==> config.mk <==
export PLATFORM = sky130hd
export DESIGN_NAME = ddr2_rd_checker_lfsr16
export DESIGN_NICKNAME = d
export VERILOG_FILES = /design/src/rtl/ddr2_rd_checker_pkg.sv /design/src/rtl/ddr2_rd_checker_lfsr16.sv
export SDC_FILE = /design/constraint.sdc
export NUM_CORES = 1
export LEC_CHECK = 0
export BUFFER_PORTS_ARGS = -buffer_cell sky130_fd_sc_hd__buf_2
export CAP_MARGIN = 10
export CORE_MARGIN = 3
export CORE_UTILIZATION = 40
export CTS_BUF_LIST = sky130_fd_sc_hd__clkbuf_2 sky130_fd_sc_hd__clkbuf_4 sky130_fd_sc_hd__clkbuf_8
export DETAILED_ROUTE_END_ITERATION = 10
export GPL_TIMING_DRIVEN = 0
export PLACE_DENSITY = 0.79
export SYNTH_ARGS = -nofsm -noshare
export SYNTH_HDL_FRONTEND = slang
export SYNTH_SLANG_ARGS = --single-unit
==> constraint.sdc <==
create_clock -name clk -period 1.5 [get_ports clk]
set_clock_uncertainty 0.15 [all_clocks]
set_input_delay 0.075 -clock clk [delete_from_list [all_inputs] [get_ports clk]]
set_output_delay 0.075 -clock clk [all_outputs]
set_load 0.1 [all_outputs]
==> src/rtl/ddr2_rd_checker_pkg.sv <==
// ddr2_rd_checker_pkg: shared types, widths and LFSR defaults for the DDR2 read-path checker.
// The seed/polynomial defaults must match the write-side pattern generator.
package ddr2_rd_checker_pkg;

    localparam int unsigned DATA_W = 16;
    localparam int unsigned CNT_W  = 32;

    localparam logic [DATA_W-1:0] LFSR_SEED_DEF = 16'hACE1;
    localparam logic [DATA_W-1:0] LFSR_POLY_DEF = 16'hB400;

    typedef enum logic [1:0] {
        ST_IDLE  = 2'd0,
        ST_RUN   = 2'd1,
        ST_DRAIN = 2'd2,
        ST_DONE  = 2'd3
    } state_e;

    // Snapshot of the first failing word.
    typedef struct packed {
        logic [CNT_W-1:0]  index;
        logic [DATA_W-1:0] exp;
        logic [DATA_W-1:0] act;
    } err_cap_t;

    // One Galois step: shift right, fold taps in when the bit shifted out is 1.
    function automatic logic [DATA_W-1:0] lfsr_next(input logic [DATA_W-1:0] cur,
                                                    input logic [DATA_W-1:0] poly);
        logic [DATA_W-1:0] sh;
        sh = cur >> 1;
        return cur[0] ? (sh ^ poly) : sh;
    endfunction

endpackage

==> src/rtl/ddr2_rd_checker_lfsr16.sv <==
// ddr2_rd_checker_lfsr16: 16-bit Galois LFSR with synchronous load, shared with the write-side generator.
// Ports: clk, reset_n (async, active-low), i_en (advance), i_load (load i_seed, wins over i_en),
//        i_seed (load value), o_q (current LFSR value).
module ddr2_rd_checker_lfsr16
    import ddr2_rd_checker_pkg::*;
#(
    parameter logic [DATA_W-1:0] SEED = LFSR_SEED_DEF,
    parameter logic [DATA_W-1:0] POLY = LFSR_POLY_DEF
) (
    input  logic              clk,
    input  logic              reset_n,
    input  logic              i_en,
    input  logic              i_load,
    input  logic [DATA_W-1:0] i_seed,
    output logic [DATA_W-1:0] o_q
);

    logic [DATA_W-1:0] r_q;

    always_ff @(posedge clk or negedge reset_n) begin
        if (!reset_n) begin
            r_q <= SEED;
        end else if (i_load) begin
            r_q <= i_seed;
        end else if (i_en) begin
            r_q <= lfsr_next(r_q, POLY);
        end
    end

    assign o_q = r_q;

endmodule

# --- Yosys cells after proc, flatten, opt, wreduce, memory -nomap -nowiden ---
# Cells that the tools add are included.
# W data, S select, Z words.
word_totals:
  reg_bits: 16
  output_inout_bits: 16
  word_cells: 6
classes:
  mux: 3
  n_bitwise: 1
  reduce_logical: 1
ops:
  columns: ["op", "count"]
  rows:
  - ["$mux W16", 3]
  - ["$not A3 Y4", 1]
  - ["$reduce_bool A2 Y1", 1]

# --- Longest topological paths before layout ---
depth:
  ltp_word: 4
  depth_mapped: 4
  mapped_depth_nobuf: 2

# --- Worst setup path after synthesis ---
# Ideal clock, no wire load.
synth_timing:
  path_kind: "flip-flop to flip-flop"
  from: "reg o_q[12] (netlist name)"
  to: "reg r_q[12] (netlist: o_q[12])"
  setup_ns: 0.087
  arrival_ns: 1.398
  path_slack_ns: -0.134
  path_stages_with_launch: 3
  path_buffers: 0
  cell_sequence: "dfrtp_1 -> or3b_1 -> o211ai_1"
synth_rtl:
  columns: ["element", "line_no", "text"]
  rows:
  - ["end signal, assigned", "ddr2_rd_checker_lfsr16.sv:24", "r_q <= i_seed;"]
  - ["end signal, assigned", "ddr2_rd_checker_lfsr16.sv:26", "r_q <= lfsr_next(r_q, POLY);"]
  - ["end, declared", "ddr2_rd_checker_lfsr16.sv:18", "logic [DATA_W-1:0] r_q;"]

# --- Worst setup path after layout ---
layout_timing:
  from: "reg r_q[10] (netlist: o_q[10])"
  to: "out o_q[10]"
layout_rtl:
  columns: ["element", "line_no", "text"]
  rows:
  - ["end, declared", "ddr2_rd_checker_lfsr16.sv:15", "output logic [DATA_W-1:0] o_q"]
# No word-level cell between the ends.

==> metrics <==
status completed; Post-Synthesis Cells 74; CTS root buf clkbuf_4; Top Family by Delay on Critical Path flip-flops; Starting Density 44.6%; worst reg2reg startpoint o_q[13]; die area 0.00258 sq mm; clock tree from TritonCTS yes; P_leak 0.608 nW; Buf+Inv Stages, Crit Path 1; GP Congestion 0.685; crit path capture o_q[10]; Iter 0 DRT Violations 7; ratio of cells with drive above 1 in the final layout 41.2%; DPL Wire Length 1.37 mm; Top Ports 36; hold crit path type in2async; R2R Setup Slk 0.19 ns; min cycle time layout 1.43 ns; die width just over 50 um; critical path class reg2out; Slew @ Worst Pin 0.491 ns; CTS HTree Levels 1; Multi-input gate area 342 sq um; Worst path depth 1; Reg area around 420 sq um; Avg Vias per Cell 4.70; Crit Path Max Fanout 3; nets 152; Fin Setup TNS 0 ns; largest net degree at the start of global routing 17; post-synth cell types 16; maximum vdd drop 0.000709 V; initial antenna violation count 0; Util after Layout ~70%; Max Freq 700 MHz; clock transition at the registers of the reported paths 0.10 ns; detailed-route via count approximately 730; Clock Latency Late Sink 0.29 ns; CP startpoint o_q[10]; syn avg cell area 10.9 sq um; Hold WS 0.0971 ns; cells on worst reg2reg path 2; Mapped Nets 94; Slew HR roughly two thirds; worst r2r dst o_q[13]; Crit-path slowest cell dfstp_4; vias in the first global route a little over 700; Post-Place Cells 133; crit path cell chain buf_4; Sink Count 16; core area about 0.0018 sq mm; Yosys reg bits 16; fill count 134; max reg flops 16; Synth area leader dfstp_2; Crit. End Element output port; gr usage total 17.7%; Ant. Diodes 0; fin cells around 160; FP Rows 15; 1st-pass router iterations 5; Mapped Area approximately 800 sq um; Routed Antenna Nets 0; final WL 2.05 mm; Post-route DRC 0; crit share post-route about 95%; first-pass GRT wire length between 3 and 4 mm; area share of the largest cell type after synthesis 26.2%; CP required 1.27 ns; final hold vios 0; RSZ-0062 raised after global routing false; WP data arrival 1.20 ns; Worst path max stage delay approximately 0.63 ns; max_cap viols 0; Syn-to-layout area delta 57.3%; Port Buffers 34; Clock Tree Buf Depth 2; Power Density 1150 mW/mm^2; die height 50.8 um; GR Overflow Total 0; WL/cell 13.1 um; Synth area leaders dfstp_2, dfrtp_1, mux2i_1; post-CTS setup buffer count 0; Setup-failing EPs final 0; Synth warnings 0; CP startpoint kind flop; final slew viol count 0; Seq/Total Area, Yosys 51.1%; CTS Buf Count 3
[cells in the mapped netlist, drive strengths merged]
library cell   n
buf            5
or3b           3
dfstp          8
clkbuf         1
o21ai         13
nand2b         1
o211ai         3
xnor2          3
dfrtp          8
nand2         16
mux2i         13
[kinds of logic (layout without fill, tap and decap cells)]
group | count (synthesis) | count (layout) | share of synthesized area (%)
AOI/OAI and AO/OA | 16 | 16 | 11.5
xor gates and xnor gates | 3 | 3 | 3.27
buffers and inverters | 6 | 63 | 6.38
DFF | 16 | 16 | 51.1
muxes | 13 | 13 | 16.2
and+or+nand+nor | 20 | 20 | 11.5
[per-stage QoR]
| stage | power, mW | instance area (sq um) | setup slack (ns) |
|---|---|---|---|
| 4_1_cts | 1.46 | 1260 | 0.00105 |
| 2_1_floorplan | 1.02 | 816 | 0.0188 |
| 3_5_place_dp | 1.12 | 1020 | 0.201 |
| 6_report | 1.45 | 1260 | 0.0711 |
| 5_1_grt | 1.52 | 1260 | 0.0291 |
| 3_3_place_gp | 1.11 | 1020 | 0.212 |
[worst min path at each step]
stage | end | slack (ns) | cells past startpoint
2_1_floorplan | o_q[12] | -0.37 | 0
3_3_place_gp | o_q[4] | -0.15 | 1
6_report | o_q[8] | 0.1 | 2
5_1_grt | o_q[3] | 0.12 | 2
3_5_place_dp | o_q[4] | -0.15 | 1
4_1_cts | o_q[4] | 0.06 | 2
[placed cells by master, fill, tap and decap left out, drive strengths merged, types with 3 or more instances in the layout]
cell type and instances:
xnor2 3, dfstp 8, nand2 16, dfrtp 8, dlygate4sd3 19, clkbuf 7, buf 37, mux2i 13
or3b 3, o21ai 13, o211ai 3
[power breakdown]
| group | leakage, nW | switching [mW] | total [mW] | internal [mW] |
|---|---|---|---|---|
| combinational | 0.405 | 0.461 | 0.624 | 0.163 |
| sequential | 0.182 | 0.0382 | 0.542 | 0.503 |
| clock | 0.0210 | 0.136 | 0.283 | 0.148 |
| total | 0.608 | 0.635 | 1.45 | 0.814 |
[metal layers]
| layer | wire length (um) | track usage [%] | up-vias |
|---|---|---|---|
| met5 | 0 | 0 | - |
| met4 | 17 | 8.07 | 0 |
| met3 | 102 | 2.62 | 2 |
| met2 | 1060 | 32.8 | 31 |
| met1 | 867 | 19.8 | 335 |
| li1 | - | - | 365 |
[what timing repair did]
item | in CTS | in global routing
pin swaps | 0 | 0
setup endpoints to repair | 6 | 2
resized for setup | 6 | 2
hold endpoints to repair | 32 | 0
hold buffers | 19 | 0
[final cells by class]
class,instances,share of cell area [%]
Tap cell,25,2.48
Multi-Input combinational cell,52,27.0
Timing Repair Buffer,53,30.1
Clock buffer,4,2.87
Sequential cell,16,33.5
Buffer,6,4.06
(Power assumes the default switching activity.)
